<file path="src/rtl/conv_pkg.sv">
// Shared definitions for the 3x3 convolution pipeline.
// Contents:
//   PIX_W    - pixel width in bits
//   WIN_TAPS - taps in a 3x3 window
//   WIN_W    - packed window width (WIN_TAPS * PIX_W)
//   pixel_t  - one unsigned pixel
//   column_t - one window column, index 0 = top row, index 2 = bottom row
//   win_idx  - byte index of tap (r, c) inside a packed window
package conv_pkg;

    localparam int unsigned PIX_W    = 8;
    localparam int unsigned WIN_TAPS = 9;
    localparam int unsigned WIN_W    = WIN_TAPS * PIX_W;

    typedef logic [PIX_W-1:0]        pixel_t;
    typedef logic [2:0][PIX_W-1:0]   column_t;

    // r = 0 is the oldest row (top), c = 0 the oldest column (left).
    function automatic int unsigned win_idx(input int unsigned r, input int unsigned c);
        return r * 3 + c;
    endfunction

endpackage

</file>
<file path="src/rtl/line_buffer_ram.sv">
// One line of pixel storage for the window buffer.
// Single-port, asynchronous read, read-before-write: o_rdata always shows the
// contents at i_addr before any write performed on this clock edge.
// Ports:
//   clk     - clock
//   i_addr  - column address
//   i_we    - write enable
//   i_wdata - pixel to store at i_addr
//   o_rdata - pixel currently stored at i_addr
// Contents are intentionally not reset.
module line_buffer_ram
    import conv_pkg::*;
#(
    parameter int unsigned DEPTH = 32,
    parameter int unsigned AW    = $clog2(DEPTH)
) (
    input  logic          clk,
    input  logic [AW-1:0] i_addr,
    input  logic          i_we,
    input  pixel_t        i_wdata,
    output pixel_t        o_rdata
);

    pixel_t r_mem [DEPTH];

    assign o_rdata = r_mem[i_addr];

    always_ff @(posedge clk) begin
        if (i_we) begin
            r_mem[i_addr] <= i_wdata;
        end
    end

endmodule

</file>
<file path="src/rtl/conv_window_buffer.sv">
// Raster-order pixel stream to packed 3x3 window converter.
// Buffers two lines, emits one window per accepted pixel at row>=2, col>=2.
// Ports:
//   clk, rst_n  - clock, synchronous active-low reset
//   in_valid    - pixel present on in_pixel
//   in_sof      - accepted pixel is frame position (0,0)
//   in_pixel    - unsigned pixel
//   in_ready    - pixel accepted this cycle when in_valid
//   win_valid   - window holds a valid neighbourhood
//   win_ready   - downstream consumes window this cycle
//   window      - packed window, byte r*3+c, r=0 top, c=0 left
//   frame_done  - one-cycle pulse after last pixel of a frame is accepted
module conv_window_buffer
    import conv_pkg::*;
#(
    parameter int unsigned IMG_W = 32,
    parameter int unsigned IMG_H = 32
) (
    input  logic             clk,
    input  logic             rst_n,
    input  logic             in_valid,
    input  logic             in_sof,
    input  logic [PIX_W-1:0] in_pixel,
    output logic             in_ready,
    output logic             win_valid,
    input  logic             win_ready,
    output logic [WIN_W-1:0] window,
    output logic             frame_done
);

    localparam int unsigned CW = $clog2(IMG_W);
    localparam int unsigned RW = $clog2(IMG_H);
    localparam logic [CW-1:0] COL_LAST = CW'(IMG_W - 1);
    localparam logic [RW-1:0] ROW_LAST = RW'(IMG_H - 1);

    logic [CW-1:0]    r_col;
    logic [RW-1:0]    r_row;
    logic             r_win_valid;
    logic [WIN_W-1:0] r_window;
    logic             r_frame_done;
    column_t          r_colbuf [2];   // [0] = left column, [1] = middle column

    logic             w_accept;
    logic [CW-1:0]    w_col;
    logic [RW-1:0]    w_row;
    pixel_t           w_lb0;
    pixel_t           w_lb1;
    column_t          w_new_col;
    logic             w_win_ok;
    logic [WIN_W-1:0] w_win;

    assign in_ready   = !r_win_valid || win_ready;
    assign w_accept   = in_valid && in_ready;

    // in_sof overrides the counters so a resync pixel lands at (0,0).
    assign w_col      = in_sof ? '0 : r_col;
    assign w_row      = in_sof ? '0 : r_row;
    assign w_win_ok   = (w_row >= RW'(2)) && (w_col >= CW'(2));

    assign win_valid  = r_win_valid;
    assign window     = r_window;
    assign frame_done = r_frame_done;

    line_buffer_ram #(.DEPTH(IMG_W), .AW(CW)) u_lb0 (
        .clk     (clk),
        .i_addr  (w_col),
        .i_we    (w_accept),
        .i_wdata (in_pixel),
        .o_rdata (w_lb0)
    );

    line_buffer_ram #(.DEPTH(IMG_W), .AW(CW)) u_lb1 (
        .clk     (clk),
        .i_addr  (w_col),
        .i_we    (w_accept),
        .i_wdata (w_lb0),
        .o_rdata (w_lb1)
    );

    // Top = two lines ago, middle = previous line, bottom = incoming pixel.
    assign w_new_col = {in_pixel, w_lb0, w_lb1};

    always_comb begin
        w_win = '0;
        for (int unsigned c = 0; c < 3; c++) begin
            for (int unsigned r = 0; r < 3; r++) begin
                if (c == 2) begin
                    w_win[win_idx(r, c)*PIX_W +: PIX_W] = w_new_col[r];
                end else begin
                    w_win[win_idx(r, c)*PIX_W +: PIX_W] = r_colbuf[c][r];
                end
            end
        end
    end

    always_ff @(posedge clk) begin
        if (!rst_n) begin
            r_col        <= '0;
            r_row        <= '0;
            r_win_valid  <= 1'b0;
            r_window     <= '0;
            r_frame_done <= 1'b0;
            r_colbuf[0]  <= '0;
            r_colbuf[1]  <= '0;
        end else begin
            r_frame_done <= w_accept && (w_row == ROW_LAST) && (w_col == COL_LAST);
            if (w_accept) begin
                r_colbuf[0] <= r_colbuf[1];
                r_colbuf[1] <= w_new_col;
                if (w_col == COL_LAST) begin
                    r_col <= '0;
                    r_row <= (w_row == ROW_LAST) ? '0 : w_row + RW'(1);
                end else begin
                    r_col <= w_col + CW'(1);
                    r_row <= w_row;
                end
                r_win_valid <= w_win_ok;
                if (w_win_ok) begin
                    r_window <= w_win;
                end
            end else if (win_ready) begin
                r_win_valid <= 1'b0;
            end
        end
    end

endmodule

</file>
<file path="config.mk">
export PLATFORM = sky130hd
export DESIGN_NAME = conv_window_buffer
export DESIGN_NICKNAME = d
export VERILOG_FILES = /design/src/rtl/conv_pkg.sv /design/src/rtl/line_buffer_ram.sv /design/src/rtl/conv_window_buffer.sv
export SDC_FILE = /design/constraint.sdc
export NUM_CORES = 1
export LEC_CHECK = 0
export CORE_ASPECT_RATIO = 1.2
export CORE_MARGIN = 8
export CORE_UTILIZATION = 60
export DETAILED_ROUTE_END_ITERATION = 6
export GPL_TIMING_DRIVEN = 0
export PLACE_DENSITY_LB_ADDON = 0.08
export SYNTH_ARGS = -nofsm -noshare
export SYNTH_HDL_FRONTEND = slang
export SYNTH_SLANG_ARGS = --single-unit
export TNS_END_PERCENT = 50
</file>
<file path="constraint.sdc">
create_clock -name clk -period 4.1 [get_ports clk]
set_input_delay 0.82 -clock clk [delete_from_list [all_inputs] [get_ports clk]]
set_output_delay 0.82 -clock clk [all_outputs]
set_load 0.01 [all_outputs]
</file>
======== After elaboration in Yosys (flattened, before gate mapping) ========
Memories as Yosys holds them, arrays and structs flattened. A register that Yosys moved wholly into a read port is not among the register bits.
Index checks and enable logic that the tools add are counted.
W data, S select, Z words.
cells by class
  add/subtract/negate cells ............... 2
  magnitude comparators ................... 2
  equality and inequality tests ........... 2
  mux-type cells .......................... 14
  bitwise logic cells ..................... 2
  reduce and logical (&&, ||, !) cells .... 9
operators with widths
  operator               count
  $mux W24               2
  $mux W5                5
  $add A5 B1 Y5 const B  2
  $eq A5 B5 Y1 const B   2
  $ge A5 B2 Y1 const B   2
  $mux W1                7
  $logic_and A1 B1 Y1    4
  $logic_not A1 Y1       2
  $or A1 B1 Y1           2
  $reduce_and A2 Y1      1
  $reduce_bool A2 Y1     1
  $logic_or A1 B1 Y1     1
storage, ports and cells
  flip-flop bits (word level) ............. 84
  RAM bits ................................ 560
  input port bits ......................... 13
  output and inout port bits .............. 75
  logic and storage cells ................. 39
  memories kept ........................... 3
memory list
  memory       words  bits a word  read ports  clocked after memory_dff  write ports  RTL line                  RTL
  u_lb0.r_mem  32     8            1           0                         1            line_buffer_ram.sv:24     pixel_t r_mem [DEPTH];
  u_lb1.r_mem  32     8            1           0                         1            line_buffer_ram.sv:24
  r_colbuf     2      24           2           1                         2            conv_window_buffer.sv:41  column_t r_colbuf [2];

======== Longest topological paths before layout ========
Gate-level depths: netlist of the first run.
  depth in word-level cells ............... 7
  mapped depth ............................ 14
  gate-level depth less buffers ........... 9

======== Modules after synthesis ========
A second synthesis of the first run with hierarchy kept.
second synthesis, totals
  cells, all modules ...................... 1635
  area total of the unflattened synthesis .. 25481.9 um^2
by module, submodules not included
  module              instances  cells an instance  area each (um^2)  sequential area each (um^2)
  line_buffer_ram     2          568                10045.9           7687.4
  conv_window_buffer  1          499                5390.2            3123.0

======== Least setup slack after synthesis of the first run ========
Ideal clock, no wire load.
  kind .................................... input to register
  start ................................... input port in_sof
  end ..................................... memory r_colbuf[1][8] (netlist bit), data pin
  setup time .............................. 0.260 ns
  arrival ................................. 2.863 ns
  required time ........................... 3.840 ns
  setup slack ............................. 0.977 ns
  stages on the path ...................... 7
  buffers on the path ..................... 2
  cell sequence ........................... buf_2 -> buf_2 -> or2_0 -> mux4_2 -> a32oi_1 -> nand4_1 -> and2_1
RTL lines
  what             RTL line                  RTL
  start, declared  conv_window_buffer.sv:22  input logic in_sof,
  end, declared    conv_window_buffer.sv:41

======== Worst setup path after layout of the first run ========
  start ................................... input port in_sof
  end ..................................... memory u_lb1.r_mem[2][4] (netlist bit), data pin
between the ends
  longest elaborated chain between the ends .. 2
ends and longest elaborated chain
  what                  RTL line                  RTL
  $mux W5               conv_window_buffer.sv:56  assign w_col = in_sof ? '0 : r_col;
  $mem_v2 Z32 W8        -
  net u_lb0.o_rdata[4]  line_buffer_ram.sv:21     output pixel_t o_rdata
  end, declared         line_buffer_ram.sv:24
The timed path passes the listed nets, and every way through them passes these cells.

==> metrics.cfg, run 1 <==
[outcome]
status = finished clean

[power]
peakVddDrop_v = 0.000368
leakage_nw = 9.79
p_per_area_nw_per_um2 = 456
power_w = 0.0136

[cts]
postCtsHoldBufs = 0
path_clk_slew_ns = 0.06
cts_tree = yes
cts.sinks = 644
h-tree-depth = 2
clock_tree.root_cell = clkbuf_16
cts_buffer_depth = 3
cts_inserted_buffers = 59
clk_latency_ns = 0.63

[finish]
area_delta_synth_final_pct = 16.9
fin_area_um2 = 29700
drive_above_1_share_pct = 14.8
fin_cells = 2481
layout.nets = 1906
fin_util_pct = 71.0
antenna_cells = 0
num-fill-cells = 2726

[critical_path]
reg2reg_to = u_lb1.r_mem[2][4]
cp.required_ns = 4.27
critical-path-max-stage-delay_ns = 0.70
crit_type = primary input to flop
timing.rr.start = r_col[1]
crit_buf_inv = 3
critPathLaunchType = primary input
crit_slowest_cell = nor4_2
crit_chain = clkdlybuf4s50_1 -> buf_2 -> buf_2 -> nor3_1 -> a32o_1 -> nor4_2 -> nand2_2
cp.arrival_ns = 4.26
cpMostUsedCell = buf_2
crit_fanout = 32
reg2reg_depth = 7
crit_path_end_kind = flop
r2r_slack_ns = 0.22
critical_path.top_delay_family = simple AND/OR/NAND/NOR gates

[yosys]
synth_area_um2 = 25400
ys.flop_type = edfxtp_1
synth_area_leaders = edfxtp_1 (66%), dfxtp_1 (6.6%), mux2i_1 (4.3%)
yosys_warnings = 0
yosysMostFrequentCell = edfxtp_1
synth.distinct_cells = 62
synthesis.nets = 1714
async_flop_share_pct = 0
synth.largest_area_cell = edfxtp_1
yosysSeqAreaShare_pct = 72.7
synth_top_area_share_pct = 66.1
ys_ff_latch = 644
synth_cells = 1698
synthTopCellsByCount = edfxtp_1 (560), nand2_1 (204), mux2i_1 (109)
synth_edf_count = 560
avgSynthCellArea_um2 = 15.0

[placement]
placedCellCount = 2371
placed_area_um2 = 27700
hpwl_um = 49000
io_buffers = 87
place.gp.congestion = 0.932

[floorplan]
die-area_um2 = 49300
die_y_um = 242
core_area_um2 = 41900
io_pins = 88
rows = 82
fp.dieW_um = 204
initial_core_util_pct = 60.8

[global_routing]
grt-ovfl-total = 0
grt_max_degree = 35
antenna_found_initial = 0
grt_pass1_vias = 15800
track_usage_pct = 28.5
grt_pass1_wl_um = 104000

[sta]
timing.fmax_ghz = 0.245
slew_violations = 0
rsz0062_at_grt = no
setup_viol = 0
fin_skew_ns = 0.0228
relSlewSlack_pct = 9.43
worst_slew_pin_slew_ns = 1.35
hold_viol = 0
min_period_ns = 4.09
finalCritPeriodShare_pct = 99.7

[min_path]
min_path_type = flop to flop
holdPathStages = 2
worstHoldStart = window[49]
min_to = window[49]

[route]
finalWirelength_um = 71700
route.detailed.drc = 0
dr.pass1.iters = 6
postRouteAntennaNets = 0
drt_iter0_markers = 2034
via_per_inst = 6.57
routedWlPerCell_um = 28.9
route.vias.total = 16300

[run]
cap_violations = 0

==> sequential cells by signal, indices dropped and copies added, names as in the netlist <==
name and cells:
frame_done 1, r_col 5, r_colbuf 48, r_row 5, u_lb0.r_mem 256, u_lb1.r_mem 256, win_valid 1, window 72
==> area by class of cell <==
class | instances | area (µm²) | area share, %
flip-flops and latches | 644 | 18500 | 62.2
clock inverters | 24 | 305 | 1.03
plain buffers | 116 | 527 | 1.77
well taps | 546 | 683 | 2.30
multi-input cells | 930 | 6500 | 21.9
repair buffers | 131 | 1540 | 5.17
inverters | 8 | 30.0 | 0.101
clock buffers | 82 | 1660 | 5.57
==> worst max-delay path by stage <==
stage	start	to	slack, ns	depth (start not counted)
after floorplan	in_sof	r_colbuf[1][8]	0.98	7
after global placement	in_sof	r_colbuf[1][11]	-1.28	8
after detailed placement	in_sof	u_lb1.r_mem[20][6]	-1.04	8
after CTS	in_sof	r_colbuf[1][8]	0.04	9
after global routing	in_sof	u_lb1.r_mem[18][6]	0.08	7
final	in_sof	u_lb1.r_mem[2][4]	0.01	7
==> power breakdown <==
| group | internal, W | total [W] | switching, W |
|---|---|---|---|
| registers | 0.00722 | 0.00724 | 0.0000211 |
| logic | 0.000222 | 0.000724 | 0.000502 |
| clock network | 0.00325 | 0.00560 | 0.00235 |
==> metal layers <==
layer  vias up  wire length (µm)  global-route usage [%]
li1       6944                 -                       -
met1      7997             25700                    36.0
met2      1125             34500                    47.0
met3       230              7800                    5.87
met4         0              3700                    13.1
met5         -                 0                       0
==> what timing repair did <==
| item | in CTS | in global routing |
|---|---|---|
| resized for setup | 5 | 3 |
| pin swaps | 0 | 0 |
| setup buffers | 0 | 4 |
| gates cloned | 0 | 0 |
| endpoints found under the setup margin | 128 | 50 |
==> layout by cell type, fill, tap and decap left out, types with 10 or more instances in the layout <==
cell	count
and3b_1	10
edfxtp_1	560
dfxtp_1	84
nand2b_1	26
mux2i_1	109
and3_1	33
nor2_1	26
buf_8	31
mux2_2	16
clkbuf_1	59
o211ai_1	38
clkdlybuf4s50_1	86
a21oi_1	106
o21ai_0	27
nand2_1	200
o221ai_1	10
nor2_2	32
a221o_1	17
a211oi_1	20
a32oi_1	16
a22oi_1	35
clkbuf_16	62
nand3_1	15
a31oi_1	12
nand3b_1	21
mux4_2	27
nor2b_1	40
buf_2	64
==> cells by family (layout without fill, tap and decap cells) <==
logic type	count (synthesis)	after routing	synth area share, %
buffers and inverters	124	361	2.18
DFF	644	644	72.7
adders and majority gates	3	3	0.148
muxes	152	152	7.38
and+or+nand+nor	444	444	8.63
xor gates and xnor gates	1	1	0.0344
AOI/OAI and AO/OA	330	330	8.94
==> per-stage QoR <==
| step | setup slack (ns) | setup TNS [ns] | hold slack (ns) |
|---|---|---|---|
| after floorplan | 0.977 | 0 | 0.453 |
| after global placement | -1.28 | -541.87 | 0.441 |
| after detailed placement | -1.04 | -141.35 | 0.446 |
| after CTS | 0.0427 | 0 | 0.455 |
| after global routing | 0.0830 | 0 | 0.469 |
| final | 0.0104 | 0 | 0.451 |
==> worst min-delay path: stages (launching register included) <==
cell and delay, ns:
dfxtp_1 0.31, nand2_1 0.05, a21oi_1 0.05
(Power assumes the default switching activity.)
==> run 2: changes to the inputs <==
--- a/config.mk
+++ b/config.mk
@@ -10,7 +10,9 @@
 export CORE_UTILIZATION = 60
 export DETAILED_ROUTE_END_ITERATION = 6
 export GPL_TIMING_DRIVEN = 0
+export MAX_ROUTING_LAYER = met4
 export PLACE_DENSITY_LB_ADDON = 0.08
+export REMOVE_ABC_BUFFERS = 1
 export SYNTH_ARGS = -nofsm -noshare
 export SYNTH_HDL_FRONTEND = slang
 export SYNTH_SLANG_ARGS = --single-unit
==> run 2 against run 1 <==
The run now ends with capacitance limit left. Final cell count is 4.0% lower. Clock power is 7.3% lower. Clock skew is 0.0048 ns lower. Critical path type is now flop to flop. Largest cell class unchanged.
==> metrics.cfg, run 2 (synthesized netlist as in run 1, its figures left out) <==
[sta]
timing.fmax_ghz = 0.251  ; +2.8%
slew_violations = 0  ; unchanged
hold_slack_ns = 0.453  ; +0.00167 ns
rsz0062_at_grt = yes
finalCritPeriodShare_pct = 97.0  ; -2.7 points
setup_viol = 0  ; unchanged
relSlewSlack_pct = 1.84  ; -7.6 points
setup_tns_ns = 0  ; unchanged
worst_slew_pin_slew_ns = 1.46  ; +0.107 ns
min_period_ns = 3.98  ; -0.112 ns
hold_viol = 0  ; unchanged
fin_skew_ns = 0.0180  ; -0.00480 ns

[power]
p_comb_share_pct = 4.7  ; -0.6 points
p_per_area_nw_per_um2 = 444  ; -2.6%
p_int_w = 0.0103  ; -3.6%
seq_power_share_pct = 55.5  ; +2.1 points
switching_share_pct = 21.1  ; -0.032 points
leakage_nw = 9.50  ; -3.0%
peakVddDrop_v = 0.000321  ; -13%
clkPwrFrac_pct = 39.7  ; -1.6 points
p_switching_w = 0.00276  ; -3.8%

[critical_path]
crit_slowest_cell = dfxtp_4
cp.required_ns = 4.30  ; +0.03 ns
crit_path_end_kind = flop
crit_type = flop to flop
crit_chain = nor2b_4 -> clkinv_2 -> mux2i_1 -> a211oi_1 -> nor4_2 -> nand2_2
critical_path.top_delay_family = simple AND/OR/NAND/NOR gates
crit_buf_inv = 1  ; -2
crit_fanout = 32  ; unchanged
critical-path-max-stage-delay_ns = 0.75  ; +0.05 ns
critPathLaunchType = flop
cp.arrival_ns = 4.17  ; -0.09 ns

[route]
drt_iter0_markers = 1596  ; -22%
postRouteAntennaNets = 0  ; unchanged
routedWlPerCell_um = 25.4  ; -12%
via_per_inst = 6.37  ; -3.0%
finalWirelength_um = 60600  ; -15%
route.detailed.drc = 0  ; unchanged
route.vias.total = 15200  ; -6.9%
dr.pass1.iters = 5  ; -1

[floorplan]
die-area_um2 = 49300  ; unchanged
core_area_um2 = 41900  ; unchanged
die_y_um = 242  ; unchanged
rows = 82  ; unchanged
fp.dieW_um = 204  ; unchanged
initial_core_util_pct = 60.8  ; unchanged
io_pins = 88  ; unchanged

[cts]
cts_tree = yes
clock_tree.root_cell = clkbuf_16
h-tree-depth = 2  ; unchanged
cts_inserted_buffers = 60  ; +1.7%
path_clk_slew_ns = 0.06  ; about the same
postCtsHoldBufs = 0  ; unchanged
cts_buffer_depth = 3  ; unchanged
clk_latency_ns = 0.62  ; about the same
cts.sinks = 644  ; unchanged

[finish]
final_cell_mix = edfxtp_1 (560), nand2_1 (200), mux2i_1 (109), a21oi_1 (106), clkdlybuf4s50_1 (84)
area_delta_synth_final_pct = 15.6
antenna_cells = 0  ; unchanged
layout.nets = 1805  ; -5.3%
drive_above_1_share_pct = 13.1  ; -1.7 points
fin_cells = 2382  ; -4.0%
final_common_cell = edfxtp_1

[global_routing]
grt-ovfl-total = 0  ; unchanged
track_usage_pct = 25.0  ; -3.6 points
antenna_found_initial = 0  ; unchanged
grt_max_degree = 87  ; +150%
grt_pass1_vias = 14900  ; -6.0%
grt_pass1_wl_um = 91600  ; -12%

[run]
cap_violations = 1  ; +1

[outcome]
violations = capacitance limit
status = finished with violations

[placement]
io_buffers = 87  ; unchanged
hpwl_um = 37100  ; -24%
placedCellCount = 2269  ; -4.3%
place.gp.congestion = 0.779  ; -16%

[min_path]
min_path_type = flop to flop

-- run 2: cell types whose count changed in the layout (fill, tap and decap cells not counted), moves of 6 or more --
cell       before  now
buf_1           7    0
buf_12          1    7
buf_2          64    2
bufinv_16       7    0
clkbuf_1       59   14
clkinv_1        6   15
-- run 2: final cells by class --
cell class              instances  area [µm²]
fillers                      2731       12400
clock buffers                  83        1700
inverters                       8        37.5
clock inverters                26         119
repair buffers                145        1840
flip-flops and latches        644       18500
multi-input cells             930        6540
well taps                     546         683
-- run 2: power groups by stage --
| stage | registers [W] | clock network [W] | logic [W] |
|---|---|---|---|
| 5_1_grt | 0.00726 | 0.00550 | 0.000662 |
| 3_5_place_dp | 0.00740 | 0 | 0.000597 |
| 4_1_cts | 0.00725 | 0.00524 | 0.000615 |
| 6_report | 0.00725 | 0.00519 | 0.000620 |
| 3_3_place_gp | 0.00746 | 0 | 0.000582 |
| 2_1_floorplan | 0.00743 | 0 | 0.000351 |
-- run 2: final timing paths --
check	startpoint	to	slack, ns	cells past startpoint
setup reg to reg	r_col[0]	u_lb1.r_mem[31][6]	0.12	6
hold reg to reg	window[26]	window[26]	0.45	2
setup / recovery	r_col[0]	u_lb1.r_mem[31][6]	0.12	6
hold / removal	window[26]	window[26]	0.45	2
-- run 2: worst reg2reg max path: cells and delay by family, from the launching register on --
| kind | cells | cell delay [ns] |
|---|---|---|
| and+or+nand+nor | 3 | 1.74 |
| DFF | 1 | 0.75 |
| buffers and inverters | 1 | 0.59 |
| muxes | 1 | 0.30 |
| AOI/OAI and AO/OA | 1 | 0.17 |
-- run 2: per-stage QoR --
step / utilization (%) / setup slack (ns) / power [W] / cell area, µm²
finish: 70.3 / 0.122 / 0.0131 / 29400
floorplan: - / -6.50 / 0.00778 / 24900
global placement: 63.3 / -12.53 / 0.00805 / 26500
CTS: 70.3 / 0.113 / 0.0131 / 29400
global route: 70.3 / -0.0223 / 0.0134 / 29400
detailed placement: 65.8 / -0.797 / 0.00800 / 27500
-- run 2: per-layer routing --
layer	track usage, %	wire length (µm)	vias up
li1	-	-	6734
met1	32.9	24900	7709
met2	40.4	30300	610
met3	2.85	3750	118
met4	8.10	1680	0
met5	-	0	-
-- run 2: repair_timing --
action	4_1_cts	5_1_grt
setup buffers	4	0
pin swaps	2	0
resized for setup	6	2
setup endpoints to repair	286	65
